===== config.mk =====
export PLATFORM = sky130hd
export DESIGN_NAME = pebble_core_mc
export DESIGN_NICKNAME = d
export VERILOG_FILES = /design/src/rtl/pebble_pkg.sv /design/src/rtl/pebble_alu.sv /design/src/rtl/pebble_core_mc.sv
export SDC_FILE = /design/constraint.sdc
export NUM_CORES = 1
export LEC_CHECK = 0
export ABC_AREA = 1
export BUFFER_PORTS_ARGS = -buffer_cell sky130_fd_sc_hd__buf_2
export CAP_MARGIN = 20
export CORE_MARGIN = 4
export CORE_UTILIZATION = 64
export CTS_CLUSTER_SIZE = 40
export DETAILED_ROUTE_END_ITERATION = 8
export HOLD_SLACK_MARGIN = 0.02
export PLACE_DENSITY = 0.87
export SYNTH_ARGS = -nofsm -noshare
export SYNTH_HDL_FRONTEND = slang
export SYNTH_SLANG_ARGS = --single-unit

===== constraint.sdc =====
create_clock -name Clk -period 7.55 [get_ports Clk]
set_input_delay 0.3775 -clock Clk [delete_from_list [all_inputs] [get_ports Clk]]
set_output_delay 0.3775 -clock Clk [all_outputs]
set_load 0.1 [all_outputs]

===== src/rtl/pebble_pkg.sv =====
// Shared types and instruction field positions for the pebble multi-cycle core.
package pebble_pkg;

  typedef enum logic [1:0] {
    R = 2'b00,
    I = 2'b01,
    M = 2'b10,
    B = 2'b11
  } instr_type_e;

  typedef enum logic [2:0] {
    ALU_ADD  = 3'd0,
    ALU_SUB  = 3'd1,
    ALU_AND  = 3'd2,
    ALU_OR   = 3'd3,
    ALU_XOR  = 3'd4,
    ALU_SHL1 = 3'd5,
    ALU_SHR1 = 3'd6,
    ALU_NOT  = 3'd7
  } alu_op_e;

  typedef enum logic [2:0] {
    ST_IDLE  = 3'd0,
    ST_FETCH = 3'd1,
    ST_EXEC  = 3'd2,
    ST_MEM   = 3'd3,
    ST_HALT  = 3'd4
  } state_e;

  localparam int F_TYPE_HI = 8, F_TYPE_LO = 7;
  localparam int F_FUNC_HI = 6, F_FUNC_LO = 4;
  localparam int F_RS1_HI  = 3, F_RS1_LO  = 2;
  localparam int F_RS2_HI  = 1, F_RS2_LO  = 0;
  localparam int F_IRD_HI  = 6, F_IRD_LO  = 5;
  localparam int F_IMM_HI  = 4, F_IMM_LO  = 0;
  localparam int F_L_BIT   = 6;
  localparam int F_RT_HI   = 5, F_RT_LO   = 4;
  localparam int F_MADR_HI = 3, F_MADR_LO = 0;
  localparam int F_HALT    = 6;
  localparam int F_TGT_HI  = 5, F_TGT_LO  = 4;
  localparam int F_BA_HI   = 3, F_BA_LO   = 2;
  localparam int F_BB_HI   = 1, F_BB_LO   = 0;

  function automatic logic [31:0] sat_inc32(input logic [31:0] v);
    return (v == 32'hFFFF_FFFF) ? v : v + 32'd1;
  endfunction

endpackage


===== src/rtl/pebble_alu.sv =====
// Pebble ALU: combinational datapath for the eight R-type functions.
module pebble_alu
  import pebble_pkg::*;
#(
  parameter int DW = 8
) (
  input  logic [DW-1:0] i_a,
  input  logic [DW-1:0] i_b,
  input  logic [2:0]    i_op,
  output logic [DW-1:0] o_y
);

  always_comb begin
    o_y = '0;
    case (alu_op_e'(i_op))
      ALU_ADD:  o_y = i_a + i_b;
      ALU_SUB:  o_y = i_a - i_b;
      ALU_AND:  o_y = i_a & i_b;
      ALU_OR:   o_y = i_a | i_b;
      ALU_XOR:  o_y = i_a ^ i_b;
      ALU_SHL1: o_y = {i_a[DW-2:0], 1'b0};
      ALU_SHR1: o_y = {1'b0, i_a[DW-1:1]};
      ALU_NOT:  o_y = ~i_a;
      default:  o_y = '0;
    endcase
  end

endmodule


===== src/rtl/pebble_core_mc.sv =====
// Pebble multi-cycle core: fetch/exec/mem sequencer with a four-entry register file.
// state    | meaning
// IDLE     | one settling cycle after reset
// FETCH    | imem request outstanding
// EXEC     | decode and execute latched instruction
// MEM      | dmem request outstanding
// HALT     | stopped until reset
module pebble_core_mc
  import pebble_pkg::*;
#(
  parameter int DW  = 8,
  parameter int PCW = 10,
  parameter int IW  = 9
) (
  input  logic           Clk,
  input  logic           Reset,
  output logic           imem_req,
  output logic [PCW-1:0] imem_addr,
  input  logic           imem_valid,
  input  logic [IW-1:0]  imem_data,
  output logic           dmem_req,
  output logic           dmem_we,
  output logic [DW-1:0]  dmem_addr,
  output logic [DW-1:0]  dmem_wdata,
  input  logic           dmem_valid,
  input  logic [DW-1:0]  dmem_rdata,
  output logic           Done,
  output logic [31:0]    retired
);

  if (IW != 9) begin : g_iw_check
    $error("pebble_core_mc: IW must be 9");
  end
  if (DW < 8 || DW > 32) begin : g_dw_check
    $error("pebble_core_mc: DW must be in 8..32");
  end

  state_e         r_state;
  logic [PCW-1:0] r_pc;
  logic [DW-1:0]  r_reg [4];
  logic [IW-1:0]  r_ir;
  logic [31:0]    r_retired;

  instr_type_e    w_type;
  logic [2:0]     w_func;
  logic [1:0]     w_rs1;
  logic [1:0]     w_rs2;
  logic [1:0]     w_ird;
  logic [4:0]     w_imm;
  logic           w_load;
  logic [1:0]     w_rt;
  logic [3:0]     w_maddr;
  logic           w_halt;
  logic [1:0]     w_tgt;
  logic [1:0]     w_ba;
  logic [1:0]     w_bb;
  logic [DW-1:0]  w_alu_y;
  logic [DW-1:0]  w_imm_ext;
  logic [PCW-1:0] w_pc_inc;
  logic [PCW-1:0] w_br_tgt;
  logic           w_br_taken;

  assign w_type  = instr_type_e'(r_ir[F_TYPE_HI:F_TYPE_LO]);
  assign w_func  = r_ir[F_FUNC_HI:F_FUNC_LO];
  assign w_rs1   = r_ir[F_RS1_HI:F_RS1_LO];
  assign w_rs2   = r_ir[F_RS2_HI:F_RS2_LO];
  assign w_ird   = r_ir[F_IRD_HI:F_IRD_LO];
  assign w_imm   = r_ir[F_IMM_HI:F_IMM_LO];
  assign w_load  = r_ir[F_L_BIT];
  assign w_rt    = r_ir[F_RT_HI:F_RT_LO];
  assign w_maddr = r_ir[F_MADR_HI:F_MADR_LO];
  assign w_halt  = r_ir[F_HALT];
  assign w_tgt   = r_ir[F_TGT_HI:F_TGT_LO];
  assign w_ba    = r_ir[F_BA_HI:F_BA_LO];
  assign w_bb    = r_ir[F_BB_HI:F_BB_LO];

  assign w_imm_ext  = {{(DW-5){1'b0}}, w_imm};
  assign w_pc_inc   = r_pc + PCW'(1);
  // Branch target register is zero-extended or truncated to the PC width.
  assign w_br_tgt   = PCW'(r_reg[w_tgt]);
  assign w_br_taken = (r_reg[w_ba] == r_reg[w_bb]);

  pebble_alu #(.DW(DW)) u_alu (
    .i_a  (r_reg[w_rs1]),
    .i_b  (r_reg[w_rs2]),
    .i_op (w_func),
    .o_y  (w_alu_y)
  );

  // Requests are gated by Reset so an in-flight access drops immediately.
  assign imem_req   = (r_state == ST_FETCH) && !Reset;
  assign imem_addr  = r_pc;
  assign dmem_req   = (r_state == ST_MEM) && !Reset;
  assign dmem_we    = ~w_load;
  assign dmem_addr  = {{(DW-4){1'b0}}, w_maddr};
  assign dmem_wdata = r_reg[w_rt];
  assign Done       = (r_state == ST_HALT);
  assign retired    = r_retired;

  always_ff @(posedge Clk) begin
    if (Reset) begin
      r_state   <= ST_IDLE;
      r_pc      <= '0;
      r_ir      <= '0;
      r_retired <= '0;
      for (int k = 0; k < 4; k++) r_reg[k] <= '0;
    end else begin
      case (r_state)
        ST_IDLE: r_state <= ST_FETCH;
        ST_FETCH: begin
          if (imem_valid) begin
            r_ir    <= imem_data;
            r_state <= ST_EXEC;
          end
        end
        ST_EXEC: begin
          case (w_type)
            R: begin
              r_reg[w_rs1] <= w_alu_y;
              r_pc         <= w_pc_inc;
              r_retired    <= sat_inc32(r_retired);
              r_state      <= ST_FETCH;
            end
            I: begin
              r_reg[w_ird] <= w_imm_ext;
              r_pc         <= w_pc_inc;
              r_retired    <= sat_inc32(r_retired);
              r_state      <= ST_FETCH;
            end
            M: r_state <= ST_MEM;
            B: begin
              r_retired <= sat_inc32(r_retired);
              if (w_halt) begin
                r_state <= ST_HALT;
              end else begin
                r_pc    <= w_br_taken ? w_br_tgt : w_pc_inc;
                r_state <= ST_FETCH;
              end
            end
            default: r_state <= ST_IDLE;
          endcase
        end
        ST_MEM: begin
          if (dmem_valid) begin
            if (w_load) r_reg[w_rt] <= dmem_rdata;
            r_pc      <= w_pc_inc;
            r_retired <= sat_inc32(r_retired);
            r_state   <= ST_FETCH;
          end
        end
        ST_HALT: r_state <= ST_HALT;
        default: r_state <= ST_IDLE;
      endcase
    end
  end

endmodule


Word level (Yosys, flattened, before mapping). Memories as Yosys holds them, arrays and structs flattened. A register that Yosys moved wholly into a read port is not among the register bits. Index checks and enable logic that the tools add are counted.

Add/subtract/negate cells: 4. Mux-type cells: 45. Magnitude comparators: 0. Shift-type cells: 0. Div/mod/pow operators: 0. Multipliers: 0. Bitwise gates (word level): 5. Eq/ne operators: 21. Reduce and logical (&&, ||, !) cells: 16.

Operators by type and width (number): two-way mux 32 bit (3); one-hot mux 32 bit (2 select lines) (1); one-hot mux 8 bit (8 select lines) (1); one-hot mux 10 bit (2 select lines) (2); adder 32 x 1 -> 32 bit, second input constant (1); == test 32 bit, second input constant (1); two-way mux 10 bit (3); two-way mux 8 bit (3); OR reduction 8 bit (3); two-way mux 1 bit (18); two-way mux 2 bit (9); == test 3 bit, second input constant (5); one-hot mux 3 bit (5 select lines) (1); == test 3 x 2 -> 1 bit, second input constant (4); adder 10 x 1 -> 10 bit, second input constant (1); two-way mux 3 bit (3); one-hot mux 3 bit (3 select lines) (1); adder 8 bit (1); bitwise AND 8 bit (1); == test 8 bit (1); inverter 8 bit (1); bitwise OR 8 bit (1); subtractor 8 bit (1); XOR 8 bit (1); 16 further kinds (24).

Memories kept: 1. Bits in latches: 0. RAM bits: 32. Memory bits (read-only): 0. Output and inout port bits: 62. Flip-flop bits (word level): 54.

Memories: r_reg (words 4, width 8, rd ports 3, clocked after Yosys merged registers in 3, write ports 4, line pebble_core_mc.sv:40) `logic [DW-1:0] r_reg [4];`.

Logic depth before layout (Yosys ltp). Gate-level depths: netlist (run 1).

Depth after elaboration: 9. Depth in mapped cells: 18.

Modules after synthesis. A second synthesis (run 1) with hierarchy kept.

Cells, all modules: 1004. Area total of the unflattened synthesis: 6688.9 um^2.

By module, submodules not included: pebble_core_mc (cells an instance 812, times used 1, area each 5585.4 um^2); pebble_alu (cells an instance 192, times used 1, area each 1103.6 um^2).

Least setup slack after synthesis (run 1). No wires, ideal clock.

Kind: register to output. Start point: reg r_state[2]. End point: out Done. Arrival time: 2533 ps. Buffers on the path: 0. Stages on the path, launching flop included: 3. Required time: 7173 ps. Path slack: 4639 ps. Path through: dfxtp_1 inv_1 nor3_1.

Cells in the longest elaborated chain, start to end: 1.

RTL lines: from (decl) (line pebble_core_mc.sv:38) `state_e r_state;`; from (signal assigned) (line pebble_core_mc.sv:102) `r_state <= ST_IDLE;`; from (signal assigned) (line pebble_core_mc.sv:109) `ST_IDLE: r_state <= ST_FETCH;`; from (signal assigned) (line pebble_core_mc.sv:113) `r_state <= ST_EXEC;`; == test 3 bit (line pebble_core_mc.sv:97) `assign Done = (r_state == ST_HALT);`; to (decl) (line pebble_core_mc.sv:27) `output logic Done,`.

Every way passes these cells.

==> results.json, run 1 <==
{
  "outcome": "completed",
  "grt_util_all_layers_pct": 30.5,
  "nets": 1093,
  "rows": 36,
  "grt_setup_unrepaired": "no",
  "avgSynthCellArea_um2": 6.63,
  "clkLatencyLatePin_ns": 0.38,
  "cts_max_level": 3,
  "fillers": 860,
  "layout-drive-gt1-share_pct": 12.8,
  "cts_root_buffer": "clkbuf_8",
  "end_kind": "flip-flop",
  "grt_pass1_vias": 6084,
  "fp.dieW_um": 109,
  "ctsHoldBuffers": 0,
  "vias_per_cell": 5.70,
  "ys_seq_area_share_pct": 33.0,
  "switching_share_pct": 42.2,
  "path_delay_family": "simple AND/OR/NAND/NOR gates",
  "wl_um": 17800,
  "cts_resized": 0,
  "net-switching-power_mw": 0.572,
  "ant_nets": 0,
  "power_density_mw_per_mm2": 191,
  "final_util_pct": 72.0,
  "ys_ff_latch": 92,
  "p_int_mw": 0.783,
  "vias": 6742,
  "power.share.sequential_pct": 42.4,
  "dp_hpwl_um": 13600,
  "clock_path_buffers": 2,
  "core-area_mm2": 0.00986,
  "p_comb_share_pct": 33.6,
  "final_cell_mix": "nand2_1, nor2_1, inv_1",
  "hold_viol_final": 0,
  "drv_cap": 0,
  "grt_pass1_wl_um": 29100,
  "max_stage_delay_ns": 0.53,
  "slowest_stage": "dfxtp_1",
  "initial_core_util_pct": 66.5,
  "slew_headroom_pct": 50.6,
  "critical_path_class": "reg -> reg",
  "synthToLayoutAreaGrowth_pct": 8.30,
  "drc": 0,
  "path_cells": "inv_1 > nand2_1 > a32oi_1 > inv_1 > ha_1 > nor2_1 > nand2_1 > nor3_1 > nand2_1 > inv_1 > nor2_2 > nand2_1 > nand3_1 > nor2_1",
  "fmax_mhz": 286,
  "grt_max_degree": 37,
  "tns_ns": 0,
  "cts_num_sinks": 92,
  "antenna_found_initial": 0,
  "cts_buffers": 9,
  "tightest_slew_ns": 0.740,
  "cpMostUsedCell": "nand2_1",
  "p_clk_share_pct": 24.0,
  "fin_worst_skew_ns": 0.0227,
  "critPathArrivalTime_ns": 3.81,
  "place_congestion": 0.993,
  "slew_violations": 0,
  "worst_slack_ns": 4.05,
  "final_common_cell": "nand2_1",
  "cts.clk_slew.worst_paths_ns": 0.11,
  "cp-start-kind": "flip-flop",
  "hold_path_class": "in -> reg",
  "pin_count": 83,
  "synthDistinctLibCells": 44,
  "fp.dieArea_mm2": 0.0119,
  "port_buffers": 78,
  "fp.dieH_um": 109,
  "final_cell_area_mm2": 0.00710,
  "crit_buf_inv": 3,
  "cts_tree": "done",
  "netlist_area_mm2": 0.00656,
  "post-route-min-period_ns": 3.50,
  "cp_max_fo": 20,
  "globalRouteOverflowTotal": 0,
  "post-cts-setup-buffer-count": 0,
  "placed_cell_area_mm2": 0.00691,
  "leakage_nw": 3.19,
  "dpl_worst_slack_ns": 4.13,
  "wl_per_cell_um": 15.1,
  "ys_warn_count": 0,
  "drtPass1Iterations": 5,
  "drt_iter0_drc": 646,
  "min_period_over_period_pct": 46.3,
  "antenna-diode-count": 0,
  "dp_cells": 1167,
  "peakVddDrop_mv": 0.160,
  "setup_viol": 0,
  "syn_inst": 989,
  "required_ns": 7.86,
  "finalNonFillerCells": 1183
}
==> per-layer routing <==
layer | routed length, um | vias up | GRT usage (%) | share of wire, %
li1 | - | 3309 | - | -
met1 | 7400 | 3073 | 40.7 | 41
met2 | 8570 | 314 | 50.5 | 48
met3 | 1410 | 46 | 4.20 | 7.9
met4 | 465 | 0 | 11.2 | 2.6
met5 | 0 | - | 0 | 0
==> power by group through the flow <==
stage | combinational [mW] | clock, mW | sequential, mW
final | 0.455 | 0.325 | 0.574
after floorplan | 0.346 | 0 | 0.599
after CTS | 0.449 | 0.325 | 0.573
after global routing | 0.495 | 0.347 | 0.578
after global placement | 0.442 | 0 | 0.583
after detailed placement | 0.447 | 0 | 0.584
==> Yosys cell counts <==
master | instances | area (um^2)
o21bai_1 | 1 | 7.51
conb_1 | 1 | 3.75
or2_2 | 7 | 43.8
nand3_2 | 2 | 20.0
clkbuf_1 | 12 | 45.0
o31ai_1 | 1 | 7.51
nor4_1 | 3 | 18.8
nand3b_1 | 3 | 22.5
edfxtp_1 | 32 | 961
dfxtp_1 | 60 | 1200
a22o_1 | 1 | 8.76
o21ai_1 | 4 | 20.0
nand4_1 | 17 | 106
nor3b_1 | 2 | 15.0
nand2_4 | 1 | 11.3
buf_4 | 10 | 75.1
fa_1 | 2 | 40.0
buf_6 | 5 | 56.3
a32oi_1 | 8 | 70.1
nor2_4 | 3 | 33.8
nand3_1 | 68 | 340
a31oi_1 | 1 | 6.26
or2_1 | 1 | 6.26
buf_1 | 2 | 7.51
inv_2 | 11 | 41.3
o2111ai_1 | 1 | 8.76
buf_2 | 9 | 45.0
xnor2_1 | 13 | 114
o22ai_1 | 6 | 37.5
xor2_1 | 20 | 175
nor2_2 | 6 | 37.5
nor3_2 | 1 | 10.0
nand2_2 | 6 | 37.5
nor2_1 | 119 | 447
o21a_1 | 1 | 7.51
o21ai_0 | 45 | 225
o21ai_2 | 2 | 17.5
a21boi_0 | 1 | 7.51
nor3_1 | 16 | 80.1
a21oi_1 | 76 | 380
nand2_1 | 285 | 1070
ha_1 | 25 | 313
inv_1 | 98 | 368
a211oi_1 | 1 | 7.51
==> worst reg2reg max path, cell delays in order, from the launching register on <==
cell and delay (ns):
dfxtp_1 0.53, inv_1 0.43, nand2_1 0.09, a32oi_1 0.51, inv_1 0.14, ha_1 0.35
nor2_1 0.16, nand2_1 0.08, nor3_1 0.21, nand2_1 0.32, inv_1 0.28, nor2_2 0.08
nand2_1 0.06, nand3_1 0.06, nor2_1 0.14
==> cell type report <==
type	count	area, um^2	area share, %
well taps	133	166	2.34
clock buffers	9	124	1.74
flip-flops and latches	92	2160	30.4
repair buffers	80	405	5.71
inverters	109	409	5.76
clock inverters	7	66.3	0.934
multi-input cells	753	3770	53.1
==> cell families after synthesis <==
family / Yosys count / share of synthesized area [%]
and+or+nand+nor: 540 / 35.1
AOI/OAI and AO/OA: 149 / 12.4
buffers and inverters: 147 / 9.73
DFF: 92 / 33.0
xor gates and xnor gates: 33 / 4.41
adders and majority gates: 27 / 5.38
other: 1 / 0.0572
==> stage by stage <==
step | hold WS, ns | power (mW)
CTS | 0.256 | 1.35
detailed placement | 0.496 | 1.03
floorplan | 0.491 | 0.944
global placement | 0.483 | 1.02
finish | 0.262 | 1.35
global route | 0.276 | 1.42
==> worst paths after layout <==
kind,from,end,slack (ns),cells after the start
setup / recovery,flip-flop,imem_addr[2],4.05,14
hold / removal,imem_data[3],r_ir[3],0.26,3
setup reg to reg,flip-flop,imem_addr[2],4.05,14
hold reg to reg,imem_addr[9],imem_addr[9],0.51,2
Power figures use the tool's default switching activity.
==> inputs of run 2 (changes only) <==
--- a/config.mk
+++ b/config.mk
@@ -5,15 +5,15 @@
 export SDC_FILE = /design/constraint.sdc
 export NUM_CORES = 1
 export LEC_CHECK = 0
-export ABC_AREA = 1
+export ABC_AREA = 0
 export BUFFER_PORTS_ARGS = -buffer_cell sky130_fd_sc_hd__buf_2
 export CAP_MARGIN = 20
 export CORE_MARGIN = 4
-export CORE_UTILIZATION = 64
+export CORE_UTILIZATION = 59
 export CTS_CLUSTER_SIZE = 40
 export DETAILED_ROUTE_END_ITERATION = 8
 export HOLD_SLACK_MARGIN = 0.02
-export PLACE_DENSITY = 0.87
+export PLACE_DENSITY = 0.81
 export SYNTH_ARGS = -nofsm -noshare
 export SYNTH_HDL_FRONTEND = slang
 export SYNTH_SLANG_ARGS = --single-unit
==> constraint.sdc (replaced) <==
create_clock -name Clk -period 3.5 [get_ports Clk]
set_input_delay 0.175 -clock Clk [delete_from_list [all_inputs] [get_ports Clk]]
set_output_delay 0.175 -clock Clk [all_outputs]
set_load 0.1 [all_outputs]
==> run 2 against run 1 <==
- total power grew 81%
- synthesized cell count shrank 30%
- wire length shrank 6.1%
- combinational power grew 15%
- first-iteration DRC count shrank 24%
- highest routed layer unchanged
- flip-flop and latch count is the same
- clock-buffer cell count grew 2
- core utilization shrank 4.9 points
==> results.json, run 2 <==
{
  "cts_buffers": 9,
  "fillers": 851,
  "synth_top_area_share_pct": 19.4,
  "netlist_area_mm2": 0.00621,
  "dp_hpwl_um": 12600,
  "cts.clk_slew.worst_paths_ns": 0.10,
  "synth-main-ff-cell": "dfxtp_1",
  "cts_max_level": 3,
  "required_ns": 3.59,
  "grt_util_all_layers_pct": 26.9,
  "peakVddDrop_mv": 0.266,
  "cp_max_fo": 10,
  "setup_viol": 0,
  "cp-start-kind": "flip-flop",
  "core-area_mm2": 0.0103,
  "clkLatencyLatePin_ns": 0.36,
  "wl_per_cell_um": 18.7,
  "drc": 0,
  "drv_cap": 0,
  "vias_per_cell": 6.20,
  "hold_viol_final": 0,
  "ys_warn_count": 0,
  "synthDistinctLibCells": 77,
  "grt_pass1_wl_um": 27200,
  "final_common_cell": "buf_2",
  "initial_core_util_pct": 60.4,
  "synth.most_common_cell": "nor2_1",
  "slew_violations": 0,
  "power_density_mw_per_mm2": 357,
  "antenna_found_initial": 0,
  "grt_pass1_vias": 5462,
  "path_cells": "buf_4 > mux2i_1 > nand2_1 > o21ai_0 > buf_4 > ha_1 > a211o_1 > o211ai_1 > a22oi_1 > or3_1 > a32oi_1 > nor3_1",
  "hold_path_class": "in -> reg",
  "drtPass1Iterations": 5,
  "avgSynthCellArea_um2": 8.98,
  "ant_nets": 0,
  "cts_resized": 0,
  "yosys.area.top_type": "dfxtp_1",
  "clock_path_buffers": 2,
  "p_clk_share_pct": 31.3,
  "p_comb_share_pct": 21.2,
  "synthToLayoutAreaGrowth_pct": 11.0,
  "power.share.sequential_pct": 47.5,
  "layout-drive-gt1-share_pct": 21.7,
  "ctsHoldBuffers": 0,
  "drt_iter0_drc": 492,
  "syn_inst": 691,
  "tightest_slew_ns": 0.853,
  "final_cell_mix": "buf_2, nor2_1, nand2_1",
  "async_reset_ff_share_pct": 0,
  "antenna-diode-count": 0,
  "synth_xor_area_share_pct": 4.52,
  "synthMuxAreaShare_pct": 11.0,
  "ys_ff_latch": 92,
  "port_buffers": 78,
  "min_period_over_period_pct": 95.3,
  "slowest_stage": "a32oi_1",
  "fin_worst_skew_ns": 0.0197,
  "p_int_mw": 1.66,
  "synth.area.top_cells": "dfxtp_1, edfxtp_1, mux4_2",
  "leakage_nw": 2.72,
  "end_kind": "flip-flop",
  "ys_seq_area_share_pct": 34.8,
  "wl_um": 16800,
  "slew_headroom_pct": 43.0,
  "cts_root_buffer": "clkbuf_8",
  "synthAdderAreaFrac_pct": 5.68,
  "place_congestion": 0.939,
  "net-switching-power_mw": 0.798,
  "fp.dieW_um": 111,
  "post-route-min-period_ns": 3.34,
  "critPathArrivalTime_ns": 3.43,
  "worst_slack_ns": 0.164,
  "tns_ns": 0,
  "synth_enable_flop_cells": 32,
  "crit_buf_inv": 2,
  "dpl_worst_slack_ns": 0.192,
  "cpMostUsedCell": "buf_4",
  "max_stage_delay_ns": 0.42,
  "synth_top_family_by_area": "simple AND/OR/NAND/NOR gates",
  "fp.dieH_um": 111,
  "pin_count": 83,
  "cts_tree": "done",
  "switching_share_pct": 32.5,
  "synth_compound_area_share_pct": 13.2,
  "hold_slack_ns": 0.0459,
  "globalRouteOverflowTotal": 0,
  "cts_num_sinks": 92,
  "grt_setup_unrepaired": "no",
  "grt_max_degree": 61,
  "nets": 802,
  "synth-simple-area-share_pct": 24.5,
  "path_delay_family": "compound AO/OA/AOI/OAI gates",
  "finalNonFillerCells": 895,
  "fp.dieArea_mm2": 0.0122,
  "post-cts-setup-buffer-count": 0,
  "critical_path_class": "reg -> reg",
  "rows": 37,
  "synth_common_cells": "nor2_1, nand2_1, dfxtp_1, a21oi_1, inv_1",
  "fmax_mhz": 300,
  "outcome": "completed",
  "vias": 5545,
  "dp_cells": 879
}
-- run 2: changes by cell type in the layout (fill, tap and decap cells not counted), sizes merged, moves of 21 or more --
cell	change
a21oi	-34
inv	-71
nand3	-47
nor2	-50
nand2	-228
o21ai	-21
mux4	+23
-- run 2: logic make-up (layout without fill, tap and decap cells) --
kind of cell / after synthesis / after routing
other: 1 / 4
buffers and inverters: 85 / 150
AO/OA/AOI/OAI: 127 / 127
multiplexers: 39 / 39
flip-flops: 92 / 92
AND/OR/NAND/NOR: 288 / 288
XOR/XNOR: 32 / 32
adder cells (fa/ha/maj): 27 / 27
-- run 2: final timing paths --
path                 from      endpoint  slack [ns]  depth (start not counted)
max             flip-flop   r_reg[1][7]        0.16                         12
max reg2reg     flip-flop   r_reg[1][7]        0.16                         12
min          imem_data[7]       r_ir[7]        0.05                          3
min reg2reg  imem_addr[9]  imem_addr[9]        0.47                          2
-- run 2: power by group through the flow --
stage / Sequential [mW] / Clock, mW / Combinational, mW
after global placement: 1.19 / 0 / 0.506
after CTS: 1.17 / 0.770 / 0.514
final: 1.17 / 0.768 / 0.521
after global routing: 1.17 / 0.815 / 0.558
after floorplan: 1.18 / 0 / 0.408
after detailed placement: 1.19 / 0 / 0.512
-- run 2: per-stage QoR --
stage | area [um^2] | power [mW] | utilization [%]
floorplan | 6220 | 1.59 | -
global placement | 6680 | 1.70 | 65.0
detailed placement | 6680 | 1.70 | 65.0
CTS | 6890 | 2.45 | 67.1
global route | 6890 | 2.55 | 67.1
finish | 6890 | 2.46 | 67.1
-- run 2: final cells by class --
class	instances	area, um^2	area share (%)
clock buffer	11	174	2.52
clock inverter	5	42.5	0.617
inverter	38	143	2.07
multi-input combinational	517	3680	53.3
sequential	92	2160	31.4
tap	136	170	2.47
timing repair buffer	96	526	7.62
-- run 2: routing by layer --
layer,wire [um],part of all wire (%),vias to the layer above,GRT usage [%]
met5,0,0,-,0
met4,385,2.3,0,7.55
met1,6850,41,2655,34.3
li1,-,-,2595,-
met2,8140,49,257,46.4
met3,1380,8.2,38,5.21
-- run 2: worst reg2reg max path: cells and delay by family (launching register included) --
family          cells  cell delay, ns
compound gates      5            1.19
flops               1            0.35
mux                 1            0.28
fa+ha+maj           1            0.29
simple gates        3            0.59
buf+inv             2            0.40
